--- src/rtl/rv32i_pkg.sv ---
// Shared encodings for the RV32I memory-port arbiter: FSM states, owner IDs
// and the round-robin pick used at arbitration time.
package rv32i_pkg;

  localparam logic [1:0] IDLE = 2'b00;
  localparam logic [1:0] REQ  = 2'b01;
  localparam logic [1:0] WAIT = 2'b10;

  localparam logic OWNER_IFETCH = 1'b0;
  localparam logic OWNER_DATA   = 1'b1;

  // A lone requester wins; on a tie the requester that did not go last wins.
  function automatic logic rr_pick(input logic req0, input logic req1,
                                   input logic last_owner);
    logic pick;
    if (req0 && req1) begin
      pick = ~last_owner;
    end else if (req1) begin
      pick = OWNER_DATA;
    end else begin
      pick = OWNER_IFETCH;
    end
    return pick;
  endfunction

endpackage

--- src/rtl/mux2to1_rv32i.sv ---
// Generic two-input multiplexer used for the memory-port payload paths.
module mux2to1_rv32i #(
  parameter int unsigned WIDTH = 32
) (
  input  logic             i_sel,
  input  logic [WIDTH-1:0] i_d0,
  input  logic [WIDTH-1:0] i_d1,
  output logic [WIDTH-1:0] o_y
);

  assign o_y = i_sel ? i_d1 : i_d0;

endmodule

--- src/rtl/mem_arbiter_rv32i.sv ---
// Round-robin arbiter/sequencer sharing one memory port between instruction
// fetch (requester 0) and load/store (requester 1), with response timeout.
module mem_arbiter_rv32i
  import rv32i_pkg::*;
#(
  parameter int unsigned ADDR_WIDTH = 32,
  parameter int unsigned DATA_WIDTH = 32,
  parameter int unsigned WAIT_LIMIT = 255
) (
  input  logic                    clk,
  input  logic                    rst_n,
  input  logic                    r0_req,
  input  logic [ADDR_WIDTH-1:0]   r0_addr,
  output logic                    r0_ack,
  output logic                    r0_rvalid,
  output logic                    r0_err,
  output logic [DATA_WIDTH-1:0]   r0_rdata,
  input  logic                    r1_req,
  input  logic                    r1_we,
  input  logic [ADDR_WIDTH-1:0]   r1_addr,
  input  logic [DATA_WIDTH-1:0]   r1_wdata,
  input  logic [DATA_WIDTH/8-1:0] r1_wstrb,
  output logic                    r1_ack,
  output logic                    r1_rvalid,
  output logic                    r1_err,
  output logic [DATA_WIDTH-1:0]   r1_rdata,
  output logic                    m_req,
  output logic                    m_we,
  output logic [ADDR_WIDTH-1:0]   m_addr,
  output logic [DATA_WIDTH-1:0]   m_wdata,
  output logic [DATA_WIDTH/8-1:0] m_wstrb,
  input  logic                    m_gnt,
  input  logic                    m_rvalid,
  input  logic [DATA_WIDTH-1:0]   m_rdata,
  output logic                    sel
);

  localparam int unsigned STRB_WIDTH = DATA_WIDTH / 8;
  localparam int unsigned CNT_WIDTH  = $clog2(WAIT_LIMIT + 1);
  // Last cycle (counted from REQ entry as 0) in which a response is still accepted.
  localparam logic [CNT_WIDTH-1:0] CNT_ABORT = CNT_WIDTH'(WAIT_LIMIT - 1);

  logic [1:0]            r_state;
  logic                  r_owner;
  logic                  r_last_owner;
  logic [CNT_WIDTH-1:0]  r_cnt;

  logic [1:0]            w_state_nxt;
  logic                  w_owner_nxt;
  logic                  w_last_nxt;
  logic [CNT_WIDTH-1:0]  w_cnt_nxt;

  logic                  w_in_req;
  logic                  w_in_wait;
  logic                  w_active;
  logic                  w_grant;
  logic                  w_done;
  logic                  w_timeout;
  logic                  w_abort;
  logic [ADDR_WIDTH-1:0] w_addr_mux;
  logic [DATA_WIDTH-1:0] w_wdata_mux;
  logic [STRB_WIDTH-1:0] w_wstrb_mux;

  assign w_in_req  = (r_state == REQ);
  assign w_in_wait = (r_state == WAIT);
  assign w_active  = (r_state != IDLE);
  assign w_grant   = w_in_req & m_gnt;
  assign w_done    = w_in_wait & m_rvalid;
  assign w_timeout = (r_cnt >= CNT_ABORT);
  // A grant or completion in the final cycle beats the timeout.
  assign w_abort   = ((w_in_req & ~m_gnt) | (w_in_wait & ~m_rvalid)) & w_timeout;

  // State, ownership and timeout counter registers.
  always_ff @(posedge clk or negedge rst_n) begin
    if (!rst_n) begin
      r_state      <= IDLE;
      r_owner      <= OWNER_IFETCH;
      r_last_owner <= OWNER_DATA;
      r_cnt        <= '0;
    end else begin
      r_state      <= w_state_nxt;
      r_owner      <= w_owner_nxt;
      r_last_owner <= w_last_nxt;
      r_cnt        <= w_cnt_nxt;
    end
  end

  // Next-state logic; the counter only advances when the transaction stays open.
  always_comb begin
    w_state_nxt = r_state;
    w_owner_nxt = r_owner;
    w_last_nxt  = r_last_owner;
    w_cnt_nxt   = r_cnt;
    case (r_state)
      IDLE: begin
        if (r0_req || r1_req) begin
          w_owner_nxt = rr_pick(r0_req, r1_req, r_last_owner);
          w_cnt_nxt   = '0;
          w_state_nxt = REQ;
        end
      end
      REQ: begin
        if (w_grant) begin
          w_state_nxt = WAIT;
          w_cnt_nxt   = r_cnt + CNT_WIDTH'(1);
        end else if (w_abort) begin
          w_state_nxt = IDLE;
          w_last_nxt  = r_owner;
        end else begin
          w_cnt_nxt   = r_cnt + CNT_WIDTH'(1);
        end
      end
      WAIT: begin
        if (w_done || w_abort) begin
          w_state_nxt = IDLE;
          w_last_nxt  = r_owner;
        end else begin
          w_cnt_nxt   = r_cnt + CNT_WIDTH'(1);
        end
      end
      default: begin
        w_state_nxt = IDLE;
      end
    endcase
  end

  mux2to1_rv32i #(.WIDTH(ADDR_WIDTH)) u_addr_mux (
    .i_sel (r_owner),
    .i_d0  (r0_addr),
    .i_d1  (r1_addr),
    .o_y   (w_addr_mux)
  );

  // Fetch has no write data or strobes, so its mux leg is tied to zero.
  mux2to1_rv32i #(.WIDTH(DATA_WIDTH)) u_wdata_mux (
    .i_sel (r_owner),
    .i_d0  ({DATA_WIDTH{1'b0}}),
    .i_d1  (r1_wdata),
    .o_y   (w_wdata_mux)
  );

  mux2to1_rv32i #(.WIDTH(STRB_WIDTH)) u_wstrb_mux (
    .i_sel (r_owner),
    .i_d0  ({STRB_WIDTH{1'b0}}),
    .i_d1  (r1_wstrb),
    .o_y   (w_wstrb_mux)
  );

  assign sel     = r_owner;
  assign m_req   = w_in_req;
  assign m_we    = w_in_req & (r_owner == OWNER_DATA) & r1_we;
  assign m_addr  = w_active ? w_addr_mux : '0;
  assign m_wdata = w_active ? w_wdata_mux : '0;
  assign m_wstrb = w_in_req ? w_wstrb_mux : '0;

  // Handshakes and read data are routed to the owner only.
  assign r0_ack    = w_grant & (r_owner == OWNER_IFETCH);
  assign r1_ack    = w_grant & (r_owner == OWNER_DATA);
  assign r0_rvalid = w_done  & (r_owner == OWNER_IFETCH);
  assign r1_rvalid = w_done  & (r_owner == OWNER_DATA);
  assign r0_err    = w_abort & (r_owner == OWNER_IFETCH);
  assign r1_err    = w_abort & (r_owner == OWNER_DATA);
  assign r0_rdata  = r0_rvalid ? m_rdata : '0;
  assign r1_rdata  = r1_rvalid ? m_rdata : '0;

endmodule
--- config.mk ---
export PLATFORM = sky130hd
export DESIGN_NAME = mem_arbiter_rv32i
export DESIGN_NICKNAME = d
export VERILOG_FILES = /design/src/rtl/rv32i_pkg.sv /design/src/rtl/mux2to1_rv32i.sv /design/src/rtl/mem_arbiter_rv32i.sv
export SDC_FILE = /design/constraint.sdc
export NUM_CORES = 1
export LEC_CHECK = 0
export CAP_MARGIN = 20
export CORE_AREA = 2 2 108 110
export CTS_CLUSTER_DIAMETER = 50
export DETAILED_ROUTE_END_ITERATION = 8
export DIE_AREA = 0 0 110 112
export GPL_ROUTABILITY_DRIVEN = 0
export PLACE_DENSITY = 0.72
export SKIP_LAST_GASP = 1
export SYNTH_ARGS = -nofsm -noshare
export SYNTH_HDL_FRONTEND = slang
export SYNTH_SLANG_ARGS = --single-unit
--- constraint.sdc ---
create_clock -name clk -period 2 [get_ports clk]
set_clock_uncertainty 0.05 [all_clocks]
set_input_delay 0.4 -clock clk [delete_from_list [all_inputs] [get_ports clk]]
set_output_delay 0.4 -clock clk [all_outputs]
set_load 0.01 [all_outputs]
# [Word-level counts from Yosys, hierarchy flattened]
# Index checks and enable logic that the tools add are counted.
[word_totals] reg_bits=12 output_inout_bits=141 elab_cells=68
[op_classes] n_addsub=1 n_lt_le_gt_ge=1 n_eq_ne=9 muxes=24 bitwise_logic=18 n_reduce_logical=11
[op_table] operator="32-bit 2-to-1 mux" n=6
[op_table] operator="8-bit 2-to-1 mux" n=4
[op_table] operator="8-bit case mux with 3 select lines" n=1
[op_table] operator="1-bit AND" n=13
[op_table] operator="8-bit by 1-bit adder with 8-bit output (second input constant)" n=1
[op_table] operator="8-bit greater-or-equal comparator (second input constant)" n=1
[op_table] operator="2-bit 2-to-1 mux" n=4
[op_table] operator="4-bit 2-to-1 mux" n=2
[op_table] operator="4-bit AND reduction" n=2
[op_table] operator="2-bit inequality test (second input constant)" n=3
[op_table] operator="2-bit case mux with 3 select lines" n=1
[op_table] operator="1-bit 2-to-1 mux" n=5
[op_table] operator="2-bit by 1-bit inequality test with 1-bit output (second input constant)" n=2
[op_table] operator="1-bit NOT" n=4
[op_table] operator="2-bit nonzero test" n=2
[op_table] operator="3-bit by 1-bit inequality test with 1-bit output (second input constant)" n=1
[op_table] operator="3-bit inequality test (second input constant)" n=1
[op_table] operator="3-bit AND reduction" n=1
[op_table] operator="3-bit nonzero test" n=1
[op_table] operator="2-bit by 1-bit equality test with 1-bit output (second input constant)" n=1
[op_table] operator="2-bit equality test (second input constant)" n=1
[op_table] operator="2-bit logical NOT" n=1
[op_table] operator="1-bit logical OR" n=2
[op_table] operator="1-bit case mux with 2 select lines" n=1
[op_table] operator="other kinds (3)" n=3

# [Logic depth before layout (Yosys ltp)]
# Gate-level depths: netlist of run 1.
[depth] word_depth=7 depth_mapped=7

# [Modules after synthesis]
# A second synthesis of run 1 with hierarchy kept.
[unflattened] hier_cells=310 area_unflattened_um2=2819.0
[modules_own_cells] module="mem_arbiter_rv32i" n_inst=1 cells_each=234 area_each_um2=1685.4 seq_area_each_um2=301.5
[modules_own_cells] module="mux2to1_rv32i (u_addr_mux ...)" n_inst=2 cells_each=36 area_each_um2=544.3 seq_area_each_um2=0.0
[modules_own_cells] module="mux2to1_rv32i (u_wstrb_mux)" n_inst=1 cells_each=4 area_each_um2=45.0 seq_area_each_um2=0.0

# [Worst setup path after synthesis of run 1]
# OpenSTA, ideal clock, no wires.
[synth_path] path_type="reg2out" from="reg r_owner, in the netlist sel" to="out r1_rdata[22]" arrival_ns=1.419 t_required_ns=1.550 path_slack_ns=0.131 path_stages_with_launch=5 cell_sequence="dfrtp_1 -> clkbuf_1 -> and3_1 -> clkbuf_1 -> and2_1"
[synth_via] elab_chain_len=2
[synth_lines] item="from (decl)" line_no="mem_arbiter_rv32i.sv:44" source="logic r_owner;"
[synth_lines] item="from (signal assigned)" line_no="mem_arbiter_rv32i.sv:82" source="r_owner <= w_owner_nxt;"
[synth_lines] item="1-bit AND" line_no="mem_arbiter_rv32i.sv:160" source="assign r1_rvalid = w_done & (r_owner == OWNER_DATA);"
[synth_lines] item="named net r1_rvalid" line_no="mem_arbiter_rv32i.sv:24" source="output logic r1_rvalid,"
[synth_lines] item="32-bit 2-to-1 mux" line_no="mem_arbiter_rv32i.sv:164" source="assign r1_rdata = r1_rvalid ? m_rdata : '0;"
[synth_lines] item="to (decl)" line_no="mem_arbiter_rv32i.sv:26" source="output logic [DATA_WIDTH-1:0] r1_rdata,"
# The timed path passes the listed nets, and every way through them passes these cells.

# [Final worst setup path of run 1]
[layout_path] from="reg r_state[0]" to="out r0_rdata[6]"
[layout_via] elab_chain_len=4
[layout_lines] item="from (decl)" line_no="mem_arbiter_rv32i.sv:43" source="logic [1:0] r_state;"
[layout_lines] item="from (signal assigned)" line_no="mem_arbiter_rv32i.sv:81" source="r_state <= w_state_nxt;"
[layout_lines] item="2-bit equality test" line_no="mem_arbiter_rv32i.sv:65" source="assign w_in_wait = (r_state == WAIT);"
[layout_lines] item="1-bit AND" line_no="mem_arbiter_rv32i.sv:68" source="assign w_done = w_in_wait & m_rvalid;"
[layout_lines] item="1-bit AND" line_no="mem_arbiter_rv32i.sv:159" source="assign r0_rvalid = w_done & (r_owner == OWNER_IFETCH);"
[layout_lines] item="32-bit 2-to-1 mux" line_no="mem_arbiter_rv32i.sv:163" source="assign r0_rdata = r0_rvalid ? m_rdata : '0;"
[layout_lines] item="to (decl)" line_no="mem_arbiter_rv32i.sv:17" source="output logic [DATA_WIDTH-1:0] r0_rdata,"
# No other way between the ends.

==> out/qor.csv, run 1 <==
metric;value;unit
gr-max-usage-layer;met2;
num_vias;3197;
crit_path_max_fanout;17;
yosys_register_bits;12;
netlist_area;0.00195;sq mm
area_delta_synth_final;200;%
mostFrequentLayoutCells;clkdlybuf4s50_1, buf_6, and2_4;
gr-usage-met1;0.211;
reg2reg_depth;6;
status;finished with violations;
setup-tns-final;-3.38;ns
setup-violations-final;85;
initial_core_util;0.175;
cts_root_buf;clkbuf_16;
rows;39;
globalRouteMet2Util;0.346;
dpl.hpwl;9560;um
totalPowerFinal;5490;uW
period_needed;2.10;ns
grt_pass1_vias;3227;
clkSinkCount;12;
slew_headroom;0.625;
die_h;112;um
yosysSeqAreaShare;0.154;
cellPowerDensity;937;mW/mm^2
mostFrequentLayoutCell;clkdlybuf4s50_1;
synth_cells;270;
worst-r2r-setup-slack;-0.01;ns
coreArea;0.0112;sq mm
dp_cells;703;
final-seq-area;303;sq um
clock_latency;0.24;ns
max_freq;0.477;GHz
setup_ws;-0.0982;ns
viasPerCell;4.36;
numCtsBuffers;3;
antenna_found_initial;3;
place_ws;-0.490;ns
finalMaxSlewViolations;0;
synth_fp_nets;414;
worstPathCellList;inv_2 -> ha_4 -> nand2_4 -> nor2_4 -> buf_12 -> and2_1 -> clkdlybuf4s15_2;
cts_buffer_depth;2;
multi_input_area;0.00184;sq mm
route.detailed.drc;0;
drive_gt1_frac;0.461;
die_w;110;um
cap_violations;0;
crit_buf_inv;3;
fin_cells;734;
fillCellCount;1022;
timing.rr.end;r_cnt[6]$_DFFE_PN0P_;
htreeDepth;1;
crit_path_end_kind;primary output;
start_kind;flip-flop;
max_stage_delay;0.39;ns
hold_viol_final;0;
drt-total-wl;12800;um
min_path_type;primary input to async pin;
cts_hold_buf;0;
finalCritPeriodShare;1.05;
setup.worst_path.start;r_state[0]$_DFFE_PN0P_;
postSynth.asyncResetShare;1.00;
drtPass1Iterations;4;
path_depth;7;
cp.required;1.55;ns
grt_pass1_wl;17700;um
fin_util;0.524;
drt.antenna.violating_nets;0;
violations;negative setup slack;
rsz0062_at_grt;yes;
clkTransAtPathRegs;0.04;ns
irDropWorstVdd;0.000616;V
tightest_slew;0.561;ns
p_leak;0.00277;uW
ys_types;37;
synth_area_per_cell;7.23;sq um
critPathSlowestCell;dfrtp_1;
path_class;flip-flop to primary output;
synthFlopType;dfrtp_1;
portBuffers;279;
grtUsageTotal;0.186;
synth-edff-count;0;
endpoint;r0_rdata[6];
ioPinCount;280;
overflow;0;
fp.dieArea;0.0123;sq mm
yosysWarnings;0;
layout.nets;735;
crit_arrival;1.65;ns
tritoncts;done;
use_met3;0.0509;
grt_max_degree;23;
timing.rr.start;r_state[0]$_DFFE_PN0P_;
drt_iter0_markers;126;
critPathTopFamily;buffers and inverters;
avgRoutedWirePerCell;17.4;um
[metrics by stage]
stage,cell area [sq um],hold slack (ns)
floorplan,1950,0.0544
global placement,5110,0.500
detailed placement,5110,0.517
CTS,5410,0.491
global route,5850,0.509
finish,5850,0.473
[flip-flops by register name, indices dropped and copies added (netlist names)]
name	count
sel	1
r_last_owner	1
r_cnt	8
r_state	2
[worst min path at each step]
stage	to	slack [ns]	depth (start not counted)
after detailed placement	r_cnt[4]$_DFFE_PN0P_	0.52	1
after global placement	r_cnt[3]$_DFFE_PN0P_	0.50	1
after floorplan	r_cnt[0]$_DFFE_PN0P_	0.05	0
final	r_cnt[1]$_DFFE_PN0P_	0.47	1
after global routing	r_cnt[1]$_DFFE_PN0P_	0.51	1
after CTS	r_cnt[5]$_DFFE_PN0P_	0.49	1
[Yosys cell counts (all sizes together) (2+ instances only)]
cell type / number / area [sq um]
clkbuf: 14 / 52.6
a211o: 3 / 26.3
inv: 6 / 22.5
nand2: 7 / 26.3
mux2i: 33 / 330
a32o: 5 / 50.1
o21ai: 6 / 30.0
nor2: 42 / 158
o211ai: 3 / 22.5
buf: 7 / 38.8
and3: 7 / 43.8
or3b: 2 / 17.5
or4: 2 / 15.0
dfrtp: 11 / 275
ha: 5 / 62.6
nand3: 4 / 25.0
and2: 96 / 601
[final cells by class]
cell class,count,share of cell area
well taps,143,0.0306
clock buffers,4,0.0135
flip-flops and latches,12,0.0517
multi-input cells,231,0.314
diodes,1,0.000428
repair buffers,337,0.586
inverters,6,0.00385
[per-layer routing]
| layer | vias up | share of wire |
|---|---|---|
| li1 | 1549 | - |
| met1 | 1478 | 0.37 |
| met2 | 150 | 0.53 |
| met3 | 16 | 0.083 |
| met4 | 4 | 0.011 |
| met5 | - | 0.0020 |
[worst reg2reg max path: stages (launching register included)]
cell and delay, ns:
dfrtp_1 0.36, inv_2 0.08, ha_4 0.20, or3b_4 0.24, o211ai_1 0.22, or4b_2 0.67
o211ai_1 0.10
[where the power goes]
| part | internal [uW] | leakage [uW] | switching [uW] |
|---|---|---|---|
| combinational | 2700 | 0.00258 | 2040 |
| clock | 268 | 0.0000382 | 104 |
| sequential | 314 | 0.000156 | 56.4 |
| total | 3280 | 0.00277 | 2200 |
[timing repair]
| action | CTS | global route |
|---|---|---|
| endpoints found under the setup margin | 145 | 128 |
| pin swaps | 10 | 62 |
| cloned | 9 | 2 |
| resized for setup | 432 | 242 |
| buffers inserted | 11 | 8 |
[cells by family after synthesis]
logic type | Yosys count | synth area share
DFF | 12 | 0.154
muxes | 34 | 0.175
and+or+nand+nor | 168 | 0.482
adders and majority gates | 5 | 0.0321
buffers and inverters | 27 | 0.0583
AOI/OAI and AO/OA | 24 | 0.0981
Note: power is estimated with default switching activity, not from simulation.
==> run 2: changes to the inputs <==
GPL_ROUTABILITY_DRIVEN = not set   (was 0)
==> results of run 2 <==
Final layout, timing and power as in run 1 (identical DEF).
